[src/rtl/lsu_pkg.sv]
// lsu_pkg: shared types and constants for the load/store bus sequencer.
//   lsu_state_t   - sequencer states (IDLE, REQ, WAIT, DONE)
//   OPC_LOAD/OPC_STORE - major opcodes handled by the LSU
//   F3_*          - funct3 width/sign encodings
//   f3_supported  - true when funct3 is a legal width for the given access kind
package lsu_pkg;

  typedef enum logic [1:0] {
    IDLE = 2'd0,
    REQ  = 2'd1,
    WAIT = 2'd2,
    DONE = 2'd3
  } lsu_state_t;

  localparam logic [6:0] OPC_LOAD  = 7'b0000011;
  localparam logic [6:0] OPC_STORE = 7'b0100011;

  localparam logic [2:0] F3_B  = 3'b000;
  localparam logic [2:0] F3_H  = 3'b001;
  localparam logic [2:0] F3_W  = 3'b010;
  localparam logic [2:0] F3_BU = 3'b100;
  localparam logic [2:0] F3_HU = 3'b101;

  // Stores have no unsigned variants, so BU/HU are only legal for loads.
  function automatic logic f3_supported(input logic is_store, input logic [2:0] f3);
    logic ok;
    case (f3)
      F3_B, F3_H, F3_W: ok = 1'b1;
      F3_BU, F3_HU:     ok = ~is_store;
      default:          ok = 1'b0;
    endcase
    return ok;
  endfunction

endpackage

[src/rtl/lsu_align.sv]
// lsu_align: purely combinational lane logic for the load/store unit.
// Request side (live memory-stage operands):
//   req_funct3, req_offset, req_wdata -> misalign, be, lane_wdata
// Response side (captured operands of the transaction in flight):
//   rsp_funct3, rsp_offset, rsp_rdata -> load_data (aligned, sign/zero-extended)
module lsu_align
  import lsu_pkg::*;
(
  input  logic [2:0]  req_funct3,
  input  logic [1:0]  req_offset,
  input  logic [31:0] req_wdata,
  output logic        misalign,
  output logic [3:0]  be,
  output logic [31:0] lane_wdata,
  input  logic [2:0]  rsp_funct3,
  input  logic [1:0]  rsp_offset,
  input  logic [31:0] rsp_rdata,
  output logic [31:0] load_data
);

  logic [7:0]  byte_lane;
  logic [15:0] half_lane;

  // Byte enables and store data replication. Replicating the narrow store
  // data across all lanes lets the byte enables alone select the target lane.
  always_comb begin
    misalign   = 1'b0;
    be         = 4'b0000;
    lane_wdata = req_wdata;
    case (req_funct3)
      F3_B, F3_BU: begin
        be         = 4'b0001 << req_offset;
        lane_wdata = {4{req_wdata[7:0]}};
      end
      F3_H, F3_HU: begin
        misalign   = req_offset[0];
        be         = 4'b0011 << req_offset;
        lane_wdata = {2{req_wdata[15:0]}};
      end
      F3_W: begin
        misalign = |req_offset;
        be       = 4'b1111;
      end
      default: ;
    endcase
  end

  // Load extraction: pick the addressed lane, then extend to 32 bits.
  always_comb begin
    case (rsp_offset)
      2'd0:    byte_lane = rsp_rdata[7:0];
      2'd1:    byte_lane = rsp_rdata[15:8];
      2'd2:    byte_lane = rsp_rdata[23:16];
      default: byte_lane = rsp_rdata[31:24];
    endcase
    half_lane = rsp_offset[1] ? rsp_rdata[31:16] : rsp_rdata[15:0];
    case (rsp_funct3)
      F3_B:    load_data = {{24{byte_lane[7]}}, byte_lane};
      F3_BU:   load_data = {24'h000000, byte_lane};
      F3_H:    load_data = {{16{half_lane[15]}}, half_lane};
      F3_HU:   load_data = {16'h0000, half_lane};
      default: load_data = rsp_rdata;
    endcase
  end

endmodule

[src/rtl/lsu_bus_ctrl.sv]
// lsu_bus_ctrl: multi-cycle load/store sequencer between the memory stage and
// the data-memory bus (req/gnt/rvalid handshake).
// Parameters: TIMEOUT - cycles allowed in REQ+WAIT before abort; CNT_W - counter width.
// Pipeline side: ex_valid, instr_opcode, funct3, flush, addr, wdata (in);
//                stall, load_done, rdata_out, misalign_exc, bus_err_exc (out).
// Bus side:      mem_req, mem_we, mem_addr, mem_be, mem_wdata (out);
//                mem_gnt, mem_rvalid, mem_rdata, mem_err (in).
// clk rising edge; rst asynchronous, active-low.
module lsu_bus_ctrl
  import lsu_pkg::*;
#(
  parameter int unsigned TIMEOUT = 255,
  parameter int unsigned CNT_W   = 8
) (
  input  logic        clk,
  input  logic        rst,
  input  logic        ex_valid,
  input  logic [6:0]  instr_opcode,
  input  logic [2:0]  funct3,
  input  logic        flush,
  input  logic [31:0] addr,
  input  logic [31:0] wdata,
  output logic        stall,
  output logic        load_done,
  output logic [31:0] rdata_out,
  output logic        misalign_exc,
  output logic        bus_err_exc,
  output logic        mem_req,
  output logic        mem_we,
  output logic [31:0] mem_addr,
  output logic [3:0]  mem_be,
  output logic [31:0] mem_wdata,
  input  logic        mem_gnt,
  input  logic        mem_rvalid,
  input  logic [31:0] mem_rdata,
  input  logic        mem_err
);

  lsu_state_t       state_q, state_d;
  logic [2:0]       f3_q;
  logic [1:0]       off_q;
  logic [CNT_W-1:0] cnt_q;
  logic             err_q;
  logic             flushed_q;

  logic        is_load, is_store, mem_op, accept;
  logic        misalign;
  logic [3:0]  be;
  logic [31:0] lane_wdata, load_data;
  logic        timeout_hit, rsp_done, timeout_abort;

  lsu_align u_align (
    .req_funct3 (funct3),
    .req_offset (addr[1:0]),
    .req_wdata  (wdata),
    .misalign   (misalign),
    .be         (be),
    .lane_wdata (lane_wdata),
    .rsp_funct3 (f3_q),
    .rsp_offset (off_q),
    .rsp_rdata  (mem_rdata),
    .load_data  (load_data)
  );

  // A memory op is recognised only while out of reset, so asserting reset
  // forces stall low at once even if the stage still presents an instruction.
  assign is_load     = (instr_opcode == OPC_LOAD);
  assign is_store    = (instr_opcode == OPC_STORE);
  assign mem_op      = rst & ex_valid & ~flush & (is_load | is_store) &
                       f3_supported(is_store, funct3);
  assign accept      = (state_q == IDLE) & mem_op & ~misalign;
  assign timeout_hit = (cnt_q == CNT_W'(TIMEOUT - 1));

  // A response completes the access either in the grant cycle (zero-wait) or in WAIT.
  assign rsp_done      = mem_rvalid & (((state_q == REQ) & mem_gnt) | (state_q == WAIT));
  // Reaching DONE from REQ/WAIT without a response can only mean a timeout.
  assign timeout_abort = (state_d == DONE) & ~rsp_done &
                         ((state_q == REQ) | (state_q == WAIT));

  // State register.
  always_ff @(posedge clk or negedge rst) begin
    if (!rst) state_q <= IDLE;
    else      state_q <= state_d;
  end

  // Next-state and handshake outputs. In REQ, a flush without grant abandons
  // the request; once granted, the access must run to completion.
  always_comb begin
    state_d      = state_q;
    stall        = 1'b0;
    mem_req      = 1'b0;
    load_done    = 1'b0;
    misalign_exc = 1'b0;
    bus_err_exc  = 1'b0;
    case (state_q)
      IDLE: begin
        if (mem_op) begin
          if (misalign) begin
            misalign_exc = 1'b1;
          end else begin
            stall   = 1'b1;
            state_d = REQ;
          end
        end
      end
      REQ: begin
        stall   = 1'b1;
        mem_req = 1'b1;
        if (flush && !mem_gnt)         state_d = IDLE;
        else if (mem_gnt && mem_rvalid) state_d = DONE;
        else if (timeout_hit)           state_d = DONE;
        else if (mem_gnt)               state_d = WAIT;
      end
      WAIT: begin
        stall = 1'b1;
        if (mem_rvalid || timeout_hit) state_d = DONE;
      end
      DONE: begin
        load_done   = ~mem_we & ~flushed_q & ~err_q;
        bus_err_exc = err_q & ~flushed_q;
        state_d     = IDLE;
      end
      default: state_d = IDLE;
    endcase
  end

  // Capture the request on acceptance; the bus fields stay stable until the
  // next accepted instruction.
  always_ff @(posedge clk or negedge rst) begin
    if (!rst) begin
      mem_addr  <= 32'h0;
      mem_be    <= 4'h0;
      mem_wdata <= 32'h0;
      mem_we    <= 1'b0;
      f3_q      <= 3'b000;
      off_q     <= 2'b00;
    end else if (accept) begin
      mem_addr  <= {addr[31:2], 2'b00};
      mem_be    <= be;
      mem_wdata <= lane_wdata;
      mem_we    <= is_store;
      f3_q      <= funct3;
      off_q     <= addr[1:0];
    end
  end

  // Timeout counter: restarts at acceptance, runs while the access is open.
  always_ff @(posedge clk or negedge rst) begin
    if (!rst)                                       cnt_q <= '0;
    else if (accept)                                cnt_q <= '0;
    else if ((state_q == REQ) || (state_q == WAIT)) cnt_q <= cnt_q + CNT_W'(1);
  end

  // Error and flush bookkeeping consumed in DONE.
  always_ff @(posedge clk or negedge rst) begin
    if (!rst) begin
      err_q     <= 1'b0;
      flushed_q <= 1'b0;
    end else begin
      if (accept)             err_q <= 1'b0;
      else if (rsp_done)      err_q <= mem_err;
      else if (timeout_abort) err_q <= 1'b1;

      if (accept || state_q == DONE)                         flushed_q <= 1'b0;
      else if (flush && ((state_q == REQ && mem_gnt) || state_q == WAIT)) flushed_q <= 1'b1;
    end
  end

  // Load result register: updated only by a load response, held otherwise.
  always_ff @(posedge clk or negedge rst) begin
    if (!rst)                  rdata_out <= 32'h0;
    else if (rsp_done && !mem_we) rdata_out <= load_data;
  end

endmodule

[config.mk]
export PLATFORM = sky130hd
export DESIGN_NAME = lsu_bus_ctrl
export DESIGN_NICKNAME = d
export VERILOG_FILES = /design/src/rtl/lsu_pkg.sv /design/src/rtl/lsu_align.sv /design/src/rtl/lsu_bus_ctrl.sv
export SDC_FILE = /design/constraint.sdc
export NUM_CORES = 1
export LEC_CHECK = 0
export ABC_AREA = 0
export CAP_MARGIN = 20
export CORE_MARGIN = 10
export CORE_UTILIZATION = 40
export DETAILED_ROUTE_END_ITERATION = 7
export GPL_TIMING_DRIVEN = 0
export PLACE_DENSITY = 0.84
export SETUP_SLACK_MARGIN = 0.1
export SLEW_MARGIN = 15
export SYNTH_ARGS = -nofsm -noshare
export SYNTH_HDL_FRONTEND = slang
export SYNTH_SLANG_ARGS = --single-unit
[constraint.sdc]
create_clock -name clk -period 6.05 [get_ports clk]
set_input_delay 1.21 -clock clk [delete_from_list [all_inputs] [get_ports clk]]
set_output_delay 1.21 -clock clk [all_outputs]
set_load 0.05 [all_outputs]
**Word-level counts from Yosys, hierarchy flattened**

Index checks and enable logic that the tools add are counted.

- Register bits: 116
- Bits of input ports: 113
- Output and inout port bits: 106
- Word-level logic and storage cells: 108

- Add/sub/neg operators: 1
- Equal/unequal tests: 16
- Shift-type cells: 2
- Muxes and demuxes: 31
- Bitwise logic cells: 23
- Reductions and logical operators: 24

Operators by type and width:

| operator | number |
|---|---|
| $pmux 32 s4 | 1 |
| $pmux 32 s2 | 1 |
| $pmux 8 s3 | 1 |
| $mux 16 | 1 |
| $mux 8 | 2 |
| $mux 2 | 7 |
| $and 1x1->1 | 13 |
| $mux 1 | 13 |
| $eq 3x3->1 const B | 4 |
| $pmux 4 s3 | 1 |
| $reduce_or 2->1 | 5 |
| $add 8x1->8 const B | 1 |
| $eq 2x2->1 const B | 4 |
| $eq 8x8->1 const B | 1 |
| $pmux 2 s4 | 1 |
| $eq 7x2->1 const B | 1 |
| $eq 7x6->1 const B | 1 |
| $not 1->1 | 7 |
| $eq 3x1->1 const B | 2 |
| $logic_not 3->1 | 2 |
| $pmux 1 s2 | 3 |
| $logic_and 1x1->1 | 5 |
| $eq 2x1->1 const B | 2 |
| $logic_not 2->1 | 2 |
| 9 further kinds | 16 |

**Longest topological paths before layout**

- Word-level depth: 12
- Depth in mapped cells: 9
- Gate-level depth less buffers: 8

**By module**

Synthesis repeated with hierarchy kept, for this count alone.

- Cells, all modules: 656
- Area, all modules: 6,077.1 um^2

Modules (own cells, without submodules):

| module | times used | cells an instance | area an instance (um^2) | sequential area each (um^2) |
|---|---|---|---|---|
| lsu_bus_ctrl | 1 | 465 | 4,727.0 | 2,902.8 |
| lsu_align | 1 | 191 | 1,350.0 | 0.0 |

**Worst setup path before layout**

Ideal clock, no wire load.

- Kind: input -> output
- Start point: input port instr_opcode[2]
- End point: output port stall
- Data arrival time: 3.107 ns
- Required time: 4.840 ns
- Path slack: 1.733 ns
- Cell stages on the path: 8
- Buffers on the path: 2
- Cell sequence: nand4bb_1 or3_4 a2111oi_4 and3_1 buf_4 buf_4 nor2_1 nor2_1

- Cells in the longest elaborated chain, start to end: 6
- Elaborated cells between the ends (all ways): 9
- Classes of those cells: eq/ne (2); mux (3); bitwise (4)

Ends and longest elaborated chain:

| element | line | RTL |
|---|---|---|
| start, declared | lsu_bus_ctrl.sv:18 | `input logic [6:0] instr_opcode,` |
| $eq 7x6->1 or $eq 7x2->1 (tied branches) | lsu_bus_ctrl.sv:68, lsu_bus_ctrl.sv:67 |  |
| $not 1->1 or $or 1x1->1 (tied branches) | lsu_pkg.sv:29, lsu_bus_ctrl.sv:69 |  |
| $pmux 1 s2 or $and 1x1->1 (tied branches) | lsu_pkg.sv:27, lsu_bus_ctrl.sv:69 |  |
| $and 1x1->1 (*) | lsu_bus_ctrl.sv:69 | `assign mem_op = rst & ex_valid & ~flush & (is_load \| is_store) &` |
| $mux 1 (*) | lsu_bus_ctrl.sv:97 | `if (mem_op) begin` |
| $pmux 1 s2 (*) | lsu_bus_ctrl.sv:95 | `case (state_q)` |
| end, declared | lsu_bus_ctrl.sv:23 | `output logic stall,` |

Every way passes the cells marked *; elsewhere a longest branch is shown, timed or not.

**Worst setup path in the final report**

- Start point: input port funct3[2]
- End point: output port stall

- Cells in the longest elaborated chain, start to end: 6
- Elaborated cells between the ends (all ways): 14
- Classes of those cells: eq/ne (4); mux (5); bitwise (1); reduce/logical (4)

Ends and longest elaborated chain:

| element | line | RTL |
|---|---|---|
| start, declared | lsu_bus_ctrl.sv:19 | `input logic [2:0] funct3,` |
| $eq 3x2->1 (tied with other cells) | lsu_pkg.sv:27, lsu_align.sv:30 |  |
| $reduce_or 3->1 (tied with other cells) | lsu_pkg.sv:27 | `case (f3)` |
| $pmux 1 s2 (on tied branches) | lsu_pkg.sv:27, lsu_align.sv:30 |  |
| $and 1x1->1 or $mux 1 (tied branches) | lsu_bus_ctrl.sv:69, lsu_bus_ctrl.sv:98 |  |
| $mux 1 (*) | lsu_bus_ctrl.sv:97 |  |
| $pmux 1 s2 (*) | lsu_bus_ctrl.sv:95 |  |

Marks and branches as above.

==> impl_metrics.csv <==
group,metric,value,unit
yosys,synth_ff_type,"dfrtp_1",
yosys,synth_area_leaders,"dfrtp_1, nand2_1, a21oi_1",
setup_path,slowest_stage,"clkdlybuf4s50_1",
drt,via_per_inst,5.107,
setup_path,path_delay_family,"buffers and inverters",
cts,cts_hold_buf,0,
drt,drt_pre_antenna_iters,5,
sta,final.period_utilization,87.57,%
sta,max-slew-margin-rel,43.94,%
finish,area_growth,54.19,%
die,fp.dieH,138.0,um
finish,fillCellCount,1188,
setup_path,critPathMaxFanout,10,
cts,cts.repair.resized,0,
run_status,status,"complete, no violations",
die,die_w,138.0,um
setup_path,cp.required,4.84,ns
power_and_ir_drop,ir_drop,0.0001709,V
sta,hold_viol_final,0,
setup_path,slowest_delay,0.81,ns
die,floorplan.rows,43,
drt,ant_nets,0,
finish,num-nets-final,991,
die,start_util,40.43,%
job,drv_cap,0,
finish,diodes,0,
grt,grt_max_degree,61,
cts,insertion_delay,0.42,ns
grt,first_global_vias,5409,
cts,clock_path_buffers,2,
placement,place_hpwl,14420,um
cts,clk_pin_slew,0.05,ns
sta,skew,0.009650,ns
drt,drc,0,
power_and_ir_drop,total_leakage_power,0.003812,uW
yosys,ys_types,53,
cts,post-cts-setup-buffers,0,
sta,worstMarginPinSlew,0.8378,ns
placement,dp.cells,1031,
die,die_area,19040,um2
cts,tritoncts,"done",
yosys,synth_edf_count,0,
cts,htree_levels,4,
power_and_ir_drop,pwr_density_cell,388.5,nW/um2
drt,drt_iter0_markers,327,
grt,globalRouteTotalUtil,19.48,%
finish,finalNonFillerCells,1061,
drt,drt-total-wl,18840,um
yosys,ys_warn_count,0,
yosys,postSynthCellCount,634,
yosys,yosysTopAreaCellShare,52.12,%
sta,setup_viol,0,
placement,io_buffers,215,
setup_path,path_class,"in -> out",
setup_path,worstSetupStartpointType,"primary input",
drt,avgRoutedWirePerCell,17.76,um
finish,drive_gt1_share,7.605,%
cts,cts_root_buf,"clkbuf_16",
sta,setup_slack,0.7522,ns
yosys,synthArstFlopShare,100.0,%
setup_path,cp.arrival,4.09,ns
yosys,syn-cell-area,5569,um2
grt,grt_antenna_before_repair,0,
yosys,ys_seq_area_share,52.12,%
min_path,hold_path.class,"reg -> reg",
sta,grt_setup_unrepaired,"no",
placement,gp_congestion,0.8475,
cts,tritoncts.num_buffers,17,
cts,clock_sinks,116,
placement,post-place-ws,0.6715,ns
setup_path,path_cells,"clkdlybuf4s50_1, o21a_1, a2111oi_4, and3_1, buf_4, buf_4, nor2_1, nor2_1, clkdlybuf4s50_1",
yosys,ys_ff_latch,116,
yosys,avgSynthCellArea,8.784,um2
setup_path,crit_path_end_kind,"output port",
yosys,synth_top_area_cell,"dfrtp_1",
sta,drv_slew,0,
die,core,13770,um2
grt,grt_first_pass_wirelength,28760,um
yosys,synth_most_common_cell,"nand2_1",
drt,vias,5419,
grt,gr-total-overflow,0,
die,pin_count,219,
setup_path,cp.buffers_inverters,4,
sta,fmax,188.8,MHz
yosys,synthTopCellsByCount,"nand2_1, dfrtp_1, nor2_1",
sta,layout_min_cycle_time,5.298,ns
[placed cells by master (no fill, tap or decap), drive strengths merged, types with 15 or more instances in the layout]
cell	synthesis	layout
nor2	76	76
o22ai	15	15
a21oi	69	69
o21ai	19	19
buf	27	29
inv	15	15
nand2	172	172
dfrtp	116	116
clkbuf	15	36
clkdlybuf4s50	0	214
[stage by stage]
stage / total power [uW] / hold slack (ns) / TNS (ns) / instance area [um2] / utilization [%]
after floorplan: 1833 / 0.4701 / 0 / 5573 / -
after global placement: 2281 / 0.4488 / -243.27 / 7950 / 57.72
after detailed placement: 2317 / 0.4542 / 0 / 7979 / 57.93
after CTS: 3363 / 0.4661 / 0 / 8587 / 62.35
after global routing: 3492 / 0.4781 / 0 / 8587 / 62.35
final: 3336 / 0.4607 / 0 / 8587 / 62.35
[cell families (layout without fill, tap and decap cells)]
logic type | Yosys count | count (layout) | synth area share [%]
fa+ha+maj | 8 | 8 | 1.797
xor+xnor | 7 | 7 | 1.101
mux | 11 | 11 | 2.202
compound gates | 139 | 139 | 14.96
buf+inv | 57 | 303 | 5.167
other cells | 1 | 2 | 0.06734
flops | 116 | 116 | 52.12
simple gates | 295 | 295 | 22.58
[state kept, by name, indices dropped and copies added (netlist names)]
| register | flops |
|---|---|
| f3_q | 3 |
| mem_be | 4 |
| cnt_q | 8 |
| mem_addr | 30 |
| off_q | 2 |
| err_q | 1 |
| mem_wdata | 32 |
| state_q | 2 |
| rdata_out | 32 |
| mem_we | 1 |
| flushed_q | 1 |
[per-layer routing]
layer,routed length [um],global-route usage (%),vias up
met5,0,0,-
met4,521,7.184,0
met3,1755,8.188,39
met2,9088,31.49,237
met1,7475,22.64,2554
li1,-,-,2589
[worst min-delay path, cell delays in order, from the launching register on]
cell and delay [ns]:
dfrtp_1 0.33, nand2_1 0.05, nand2_1 0.05
[layout make-up]
cell class,count,area [um2],area share (%)
plain buffers,42,231.5,2.696
clock buffers,21,480.5,5.595
clock inverters,9,127.6,1.486
inverters,15,56.30,0.6557
multi-input cells,462,2382,27.74
flip-flops and latches,116,2903,33.80
well taps,180,225.2,2.623
repair buffers,216,2181,25.40
[power by group]
part	internal, uW	total [uW]	switching [uW]
Combinational	449	1260	809
Clock	683	1030	350
Sequential	936	1050	110
Total	2070	3340	1270
[worst paths after layout]
path | slack [ns] | end | from | cells past startpoint
max in group asynchronous | 4.59 | mem_addr[22]$_DFFE_PN0P_ | rst | 2
worst min-delay path | 0.46 | mem_wdata[0]$_DFFE_PN0P_ | mem_wdata[0]$_DFFE_PN0P_ | 2
min in group asynchronous | 0.75 | state_q[1]$_DFF_PN0_ | rst | 1
worst min register to register | 0.46 | mem_wdata[0]$_DFFE_PN0P_ | mem_wdata[0]$_DFFE_PN0P_ | 2
worst max-delay path | 0.75 | stall | funct3[2] | 9
worst max register to register | 3.78 | rdata_out[7]$_DFFE_PN0P_ | state_q[0]$_DFF_PN0_ | 8
Power figures use the tool's default switching activity.
